## src/rtl/sprite_renderer_gen.sv

```systemverilog
// rtl/sprite_renderer_gen.sv - scanline sprite renderer, one ROM row per line, with flips and done pulse
// Optional pixel/line doubling when SPRITE_ZOOM_EN is defined (adds the zoom input).
module sprite_renderer_gen #(
  parameter int W      = 8,
  parameter int H      = 16,
  parameter int MIRROR = 1,
  parameter int AW     = $clog2(H)
) (
  input  logic          clk,
  input  logic          reset,
  input  logic          vstart,
  input  logic          load,
  input  logic          hstart,
  input  logic          hflip,
  input  logic          vflip,
`ifdef SPRITE_ZOOM_EN
  input  logic          zoom,
`endif
  output logic [AW-1:0] rom_addr,
  input  logic [W-1:0]  rom_bits,
  output logic          gfx,
  output logic          in_progress,
  output logic          done
);

  localparam int XW  = $clog2(2 * W) + 1;
  localparam int YW  = AW + 1;
  localparam int IW  = $clog2(W);
  localparam int LWI = (MIRROR != 0) ? 2 * W : W;

  localparam logic [XW-1:0] X_LAST   = XW'(LWI - 1);
  localparam logic [XW-1:0] X_LAST_Z = XW'(2 * LWI - 1);
  localparam logic [XW-1:0] W_X      = XW'(W);
  localparam logic [XW-1:0] W2M1     = XW'(2 * W - 1);
  localparam logic [XW-1:0] WM1      = XW'(W - 1);
  localparam logic [YW-1:0] Y_LAST   = YW'(H - 1);
  localparam logic [YW-1:0] Y_LAST_Z = YW'(2 * H - 1);
  localparam logic [AW-1:0] HM1      = AW'(H - 1);

  typedef enum logic [2:0] {
    IDLE        = 3'd0,
    WAIT_LOAD   = 3'd1,
    SETUP       = 3'd2,
    FETCH       = 3'd3,
    WAIT_HSTART = 3'd4,
    DRAW        = 3'd5
  } state_t;

  state_t        state, state_n;
  logic [XW-1:0] xcount, xcount_n;
  logic [YW-1:0] ycount, ycount_n;
  logic [AW-1:0] rom_addr_n;
  logic [W-1:0]  row, row_n;
  logic          gfx_n, done_n;
  logic          hflip_l, hflip_n;
  logic          vflip_l, vflip_n;
  logic          zoom_l;

`ifdef SPRITE_ZOOM_EN
  always_ff @(posedge clk) begin
    if (reset)
      zoom_l <= 1'b0;
    else if (state == IDLE && vstart)
      zoom_l <= zoom;
  end
`else
  assign zoom_l = 1'b0;
`endif

  // Zoom halves both counters so each pixel and each ROM row is used twice.
  logic [XW-1:0] x_eff, pix_mir, x_last;
  logic [IW-1:0] pix_idx;
  logic [AW-1:0] y_row;
  logic [YW-1:0] y_last;

  always_comb begin
    x_eff   = zoom_l ? (xcount >> 1) : xcount;
    pix_mir = ((MIRROR != 0) && (x_eff >= W_X)) ? (W2M1 - x_eff) : x_eff;
    pix_idx = IW'(hflip_l ? (WM1 - pix_mir) : pix_mir);
    y_row   = AW'(zoom_l ? (ycount >> 1) : ycount);
    x_last  = zoom_l ? X_LAST_Z : X_LAST;
    y_last  = zoom_l ? Y_LAST_Z : Y_LAST;
  end

  always_comb begin
    state_n    = state;
    xcount_n   = xcount;
    ycount_n   = ycount;
    rom_addr_n = rom_addr;
    row_n      = row;
    gfx_n      = gfx;
    done_n     = 1'b0;
    hflip_n    = hflip_l;
    vflip_n    = vflip_l;
    case (state)
      IDLE: begin
        ycount_n = '0;
        gfx_n    = 1'b0;
        if (vstart) begin
          hflip_n = hflip;
          vflip_n = vflip;
          state_n = WAIT_LOAD;
        end
      end
      WAIT_LOAD: begin
        xcount_n = '0;
        gfx_n    = 1'b0;
        if (load)
          state_n = SETUP;
      end
      SETUP: begin
        rom_addr_n = vflip_l ? (HM1 - y_row) : y_row;
        state_n    = FETCH;
      end
      FETCH: begin
        row_n   = rom_bits;
        state_n = WAIT_HSTART;
      end
      WAIT_HSTART: begin
        gfx_n = 1'b0;
        if (hstart)
          state_n = DRAW;
      end
      DRAW: begin
        gfx_n    = row[pix_idx];
        xcount_n = xcount + 1'b1;
        if (xcount == x_last) begin
          ycount_n = ycount + 1'b1;
          if (ycount == y_last) begin
            state_n = IDLE;
            done_n  = 1'b1;
          end else begin
            state_n = WAIT_LOAD;
          end
        end
      end
      default: state_n = IDLE;
    endcase
  end

  always_ff @(posedge clk) begin
    if (reset) begin
      state    <= IDLE;
      xcount   <= '0;
      ycount   <= '0;
      rom_addr <= '0;
      row      <= '0;
      gfx      <= 1'b0;
      done     <= 1'b0;
      hflip_l  <= 1'b0;
      vflip_l  <= 1'b0;
    end else begin
      state    <= state_n;
      xcount   <= xcount_n;
      ycount   <= ycount_n;
      rom_addr <= rom_addr_n;
      row      <= row_n;
      gfx      <= gfx_n;
      done     <= done_n;
      hflip_l  <= hflip_n;
      vflip_l  <= vflip_n;
    end
  end

  assign in_progress = (state != IDLE);

endmodule

```

## config.mk

```make
export PLATFORM = sky130hd
export DESIGN_NAME = sprite_renderer_gen
export DESIGN_NICKNAME = d
export VERILOG_FILES = /design/src/rtl/sprite_renderer_gen.sv
export SDC_FILE = /design/constraint.sdc
export NUM_CORES = 1
export LEC_CHECK = 0
export CELL_PAD_IN_SITES_DETAIL_PLACEMENT = 2
export CELL_PAD_IN_SITES_GLOBAL_PLACEMENT = 2
export CORE_MARGIN = 5
export CORE_UTILIZATION = 32
export DETAILED_ROUTE_END_ITERATION = 6
export PLACE_DENSITY = 0.86
export SETUP_SLACK_MARGIN = 0.1
export SYNTH_ARGS = -nofsm -noshare
export SYNTH_HDL_FRONTEND = slang
export SYNTH_SLANG_ARGS = --single-unit
export TNS_END_PERCENT = 5
```

## constraint.sdc

```tcl
create_clock -name clk -period 2.55 [get_ports clk]
set_input_delay 0.6375 -clock clk [delete_from_list [all_inputs] [get_ports clk]]
set_output_delay 0.6375 -clock clk [all_outputs]
set_load 0.02 [all_outputs]
```

Word level (Yosys, flattened, before mapping)
Cells that the tools add are included.

storage, ports and cells
  register bits after elaboration = 29
  output and inout port bits = 7
  latch bits = 0
  memory bits (read-only) = 0
  memories kept = 0
  memory bits (writable) = 0
  word-level logic and storage cells = 55

cells by class
  shifts and indexed selects = 0
  add/subtract/negate cells = 5
  bitwise gates (word level) = 2
  div/mod/pow operators = 0
  multiplexer cells = 16
  reduce and logical (&&, ||, !) cells = 10
  eq/ne operators = 11
  $lt $le $gt $ge = 2
  $mul = 0

operators by type and width
  operator             number
  $pmux 5 s2           2
  $mux 3               6
  $pmux 3 s6           1
  $add 5x1->5 const B  2
  $eq 5x4->1 const B   2
  $ne 2x2->1 const B   4
  $eq 3x2->1 const B   2
  $eq 3x3->1 const B   2
  $reduce_bool 2->1    3
  $reduce_or 3->1      2
  $sub 3x3->3 const A  2
  $ge 5x4->1 const B   1
  $mux 5               1
  $lt 3x4->1 const B   1
  $mux 4               1
  $reduce_and 2->1     2
  $reduce_and 4->1     1
  $sub 4x4->4 const A  1
  $bmux 1 s3           1
  $eq 3x1->1 const B   1
  $logic_not 3->1      1
  $mux 1               3
  $reduce_bool 3->1    1
  $not 1->1            2
  $pmux 1 s2           1

Depth between registers and ports, before layout
  depth after elaboration = 7
  mapped depth = 8
  mapped depth without buffers = 8

Worst setup path before layout
Ideal clock, no wire load.

  kind = reg-to-reg
  start point = register xcount[1], in the netlist x_eff[1]
  end point = register ycount[3]
  stages on the path, launching flop included = 9
  path buffers = 0
  path slack = 727 ps
  period minus slack after synthesis = 1823 ps
  arrival time = 1685 ps
  path through = dfxtp_1 > ha_1 > and3_1 > ha_1 > and3_1 > o21bai_1 > nor2_1 > xnor2_1 > nor3_1

on the way
  longest elaborated chain between the ends = 3

ends and longest elaborated chain
  item                               RTL line  source
  start: declaration                 50        logic [XW-1:0] xcount, xcount_n;
  start signal: assignment           154       xcount <= xcount_n;
  $eq 5x4->1                         127       if (xcount == x_last) begin
  $ne 2x2->1 (no source line)        --
  $reduce_and 2->1 (no source line)  --
  end signal: assignment             155       ycount <= ycount_n;
  end: declaration                   51        logic [YW-1:0] ycount, ycount_n;

No other way between the ends.
A chain may end at the register's enable or synchronous reset.

Final worst setup path
  start point = register state[0]
  end point = output in_progress

on the way
  longest elaborated chain between the ends = 1

ends and longest elaborated chain
  item                      RTL line  source
  start: declaration        49        state_t state, state_n;
  start signal: assignment  153       state <= state_n;
  $reduce_bool 3->1         165       assign in_progress = (state != IDLE);
  end: declaration          22        output logic in_progress,

No other way between the ends.

==> impl_results.md <==
* Unique masters post-synth at 40
* Maximum vdd drop at 0.2292 mV
* Max Transition Viols Final at 0
* Commonest non-fill, non-tap cell in the layout: dfxtp_1
* Hold_sp: rom_addr[1]$_SDFFE_PP0P_
* Min-Delay Path Depth at 2
* Core Region at 4723 um^2
* Worst Path Required at 1.91 ns
* Setup total negative slack at 0 ns
* MaxCap Viol Count at 0
* Power Density at 594.2 nW/um^2
* Worst Hold End: rom_addr[1]$_SDFFE_PP0P_
* Routed WL per cell at 18.16 um
* Startpoint types: flip-flop
* Non-Filler Instances at 265
* Post_cts resized at 0
* Filler Cell Count at 527
* Initial antenna violation count at 0
* Mean Syn Cell Area at 8.695 um^2
* Initial Util at 32.95%
* Clock-pin slew on the worst setup and hold paths at 0.06 ns
* Cell accounting for the most synthesized area: dfxtp_1
* Fin crit share at 90.84%
* CTS sink count at 29
* Buffer count from post-CTS setup fixing at 0
* CTS tree: done
* Sequential area share after synthesis at 37.30%
* Endpoints failing setup at 0
* Root Driver: clkbuf_8
* H-tree Lvls at 2
* Buffers on Ports at 21
* Status: complete, no violations
* Area grow syn2layout at 22.51%
* Post-route DRC at 0
* Die height at 79.74 um
* R2r setup slk at 0.39 ns
* Synth top area cells: dfxtp_1, mux2i_1, nor2_1
* Die Area at 6358 um^2
* Critical path type: reg2out
* Crit path max fanout at 12
* Via count of the first global-routing pass at 1556
* RSZ-0062 raised after global routing: no
* Final hold vios at 0
* Final WL at 4813 um
* Total congestion overflow at 0
* Initial DRC Count at 54
* First-pass GRT wire length at 8086 um
* Io pins at 22
* Leakage power figure at 0.7482 nW
* Post-Synthesis Cells at 179
* Worst R2R End: ycount[3]$_SDFFE_PP0P_
* Placed Cells at 258
* HP Class: reg2reg
* Layout cells sized above 1 at 9.596%
* Synth Net Count at 199
* Clock Path Buffers at 2
* Actual transition at the worst max-transition pin at 0.6531 ns
* Synth warn at 0
* TritonRoute pass-1 iters at 3
* Post-CTS Hold Buffers at 0
* Global Route Usage Sum at 16.48%
* CP endpoint kind: output pin
* Reg2Reg Depth at 8
* Fmax achieved at 431.7 MHz
* Core Rows at 25
* Clock Skew at 0.005840 ns
* Final RePlAce weighted congestion at 0.8022
* Synthesized area at 1556 um^2
* Total CTS buffers at 5
* Worst-Skew Late Latency at 0.28 ns
* DRT antenna net count at 0
* Diode count at 0
* Vias at 1362
* Post-Place Cell Area at 1817 um^2
* Yosys top cell area share at 37.30%
* Vias/cell at 5.140
* Tot Pwr at 0.001133 W
* Die span in x at 79.74 um
* Register bit total from synthesis at 29
* Clock period minus worst slack at 2.316 ns
* Post-detailed-placement half-perimeter wirelength at 3526 um
* Nets at 218
* R2r startpoint: x_eff[0]$_SDFFE_PP0P_
* Largest net degree at the start of global routing at 31
* Crit path DAT at 1.68 ns
* Most frequent cells in the layout: dfxtp_1, nor2_1, clkdlybuf4s50_1, nand2_1, mux2i_1
* Rel. slew slack at 56.33%
* Post-Layout Inst Area at 1907 um^2
## logic make-up (layout without fill, tap and decap cells)
family | count (synthesis) | after routing | share of synthesized area [%]
AO/OA/AOI/OAI | 32 | 32 | 13.99
XOR/XNOR | 10 | 10 | 8.521
multiplexers | 15 | 15 | 9.888
AND/OR/NAND/NOR | 69 | 69 | 20.74
flip-flops | 29 | 29 | 37.30
buffers and inverters | 19 | 38 | 5.546
adder cells (fa/ha/maj) | 5 | 5 | 4.019
## metrics by stage
step	setup WS (ns)	utilization, %	hold slack (ns)
CTS	0.2030	40.29	0.5194
detailed placement	0.2677	38.46	0.4959
global placement	0.5132	38.46	0.4699
finish	0.2335	40.37	0.5107
floorplan	0.7268	-	0.4570
global route	0.1262	40.37	0.5519
## layout make-up
class,count,area [um^2],share of cell area (%)
clock buffer,7,86.33,4.528
sequential,29,580.6,30.45
multi-input combinational,131,893.4,46.85
tap,67,83.83,4.396
inverter,6,22.52,1.181
timing repair buffer,25,240.2,12.60
## registers in the layout, summed over array words and instances (netlist names)
signal	flops
done	1
gfx	1
row	8
state	3
vflip_l	1
rom_addr	4
x_eff	5
ycount	5
hflip_l	1
## layer usage
layer / up-vias / global-route usage [%] / wire, um
li1: 658 / - / -
met1: 684 / 19.03 / 2054
met2: 15 / 30.38 / 2590
met3: 5 / 2.822 / 93
met4: 0 / 5.574 / 74
met5: - / 0 / 0
## power breakdown
group          switching (W)  internal (W)  total [W]  leakage (nW)
clock               0.000167      0.000214   0.000380        0.0443
combinational       0.000127      0.000119   0.000246         0.469
sequential         0.0000328      0.000474   0.000507         0.235
total               0.000326      0.000807    0.00113         0.748
## worst max-delay path: stages, from the launching register on
cell and delay, ns:
dfxtp_1 0.59, nor3_1 0.14, inv_1 0.07, clkdlybuf4s50_1 0.59
## synth_stat cells, drive strengths merged
master	count
o21ai	5
mux2	3
nand4	1
nor2b	1
a221oi	1
nand2	14
ha	5
nor2	26
nand2b	1
a211o	1
xor2	1
o22ai	1
nand3	7
dfxtp	29
a21oi	11
and3	3
or3	2
a211oi	4
o211ai	1
nand3b	3
inv	6
clkbuf	9
xnor3	3
xnor2	6
a22oi	2
nor4	2
o21bai	4
o22a	1
nor3	7
o2111a	1
and2	2
buf	4
mux2i	12
## how the worst max path moves through the flow
stage | startpoint | cells after the start | end | slack [ns]
6_report | state[0]$_SDFFE_PP0P_ | 3 | in_progress | 0.23
5_1_grt | state[0]$_SDFFE_PP0P_ | 3 | in_progress | 0.13
4_1_cts | x_eff[0]$_SDFFE_PP0P_ | 8 | ycount[3]$_SDFFE_PP0P_ | 0.20
3_5_place_dp | x_eff[0]$_SDFFE_PP0P_ | 8 | ycount[3]$_SDFFE_PP0P_ | 0.27
3_3_place_gp | x_eff[0]$_SDFFE_PP0P_ | 8 | ycount[3]$_SDFFE_PP0P_ | 0.51
2_1_floorplan | x_eff[1]$_SDFFE_PP0P_ | 8 | ycount[3]$_SDFFE_PP0P_ | 0.73
(Power assumes the default switching activity.)
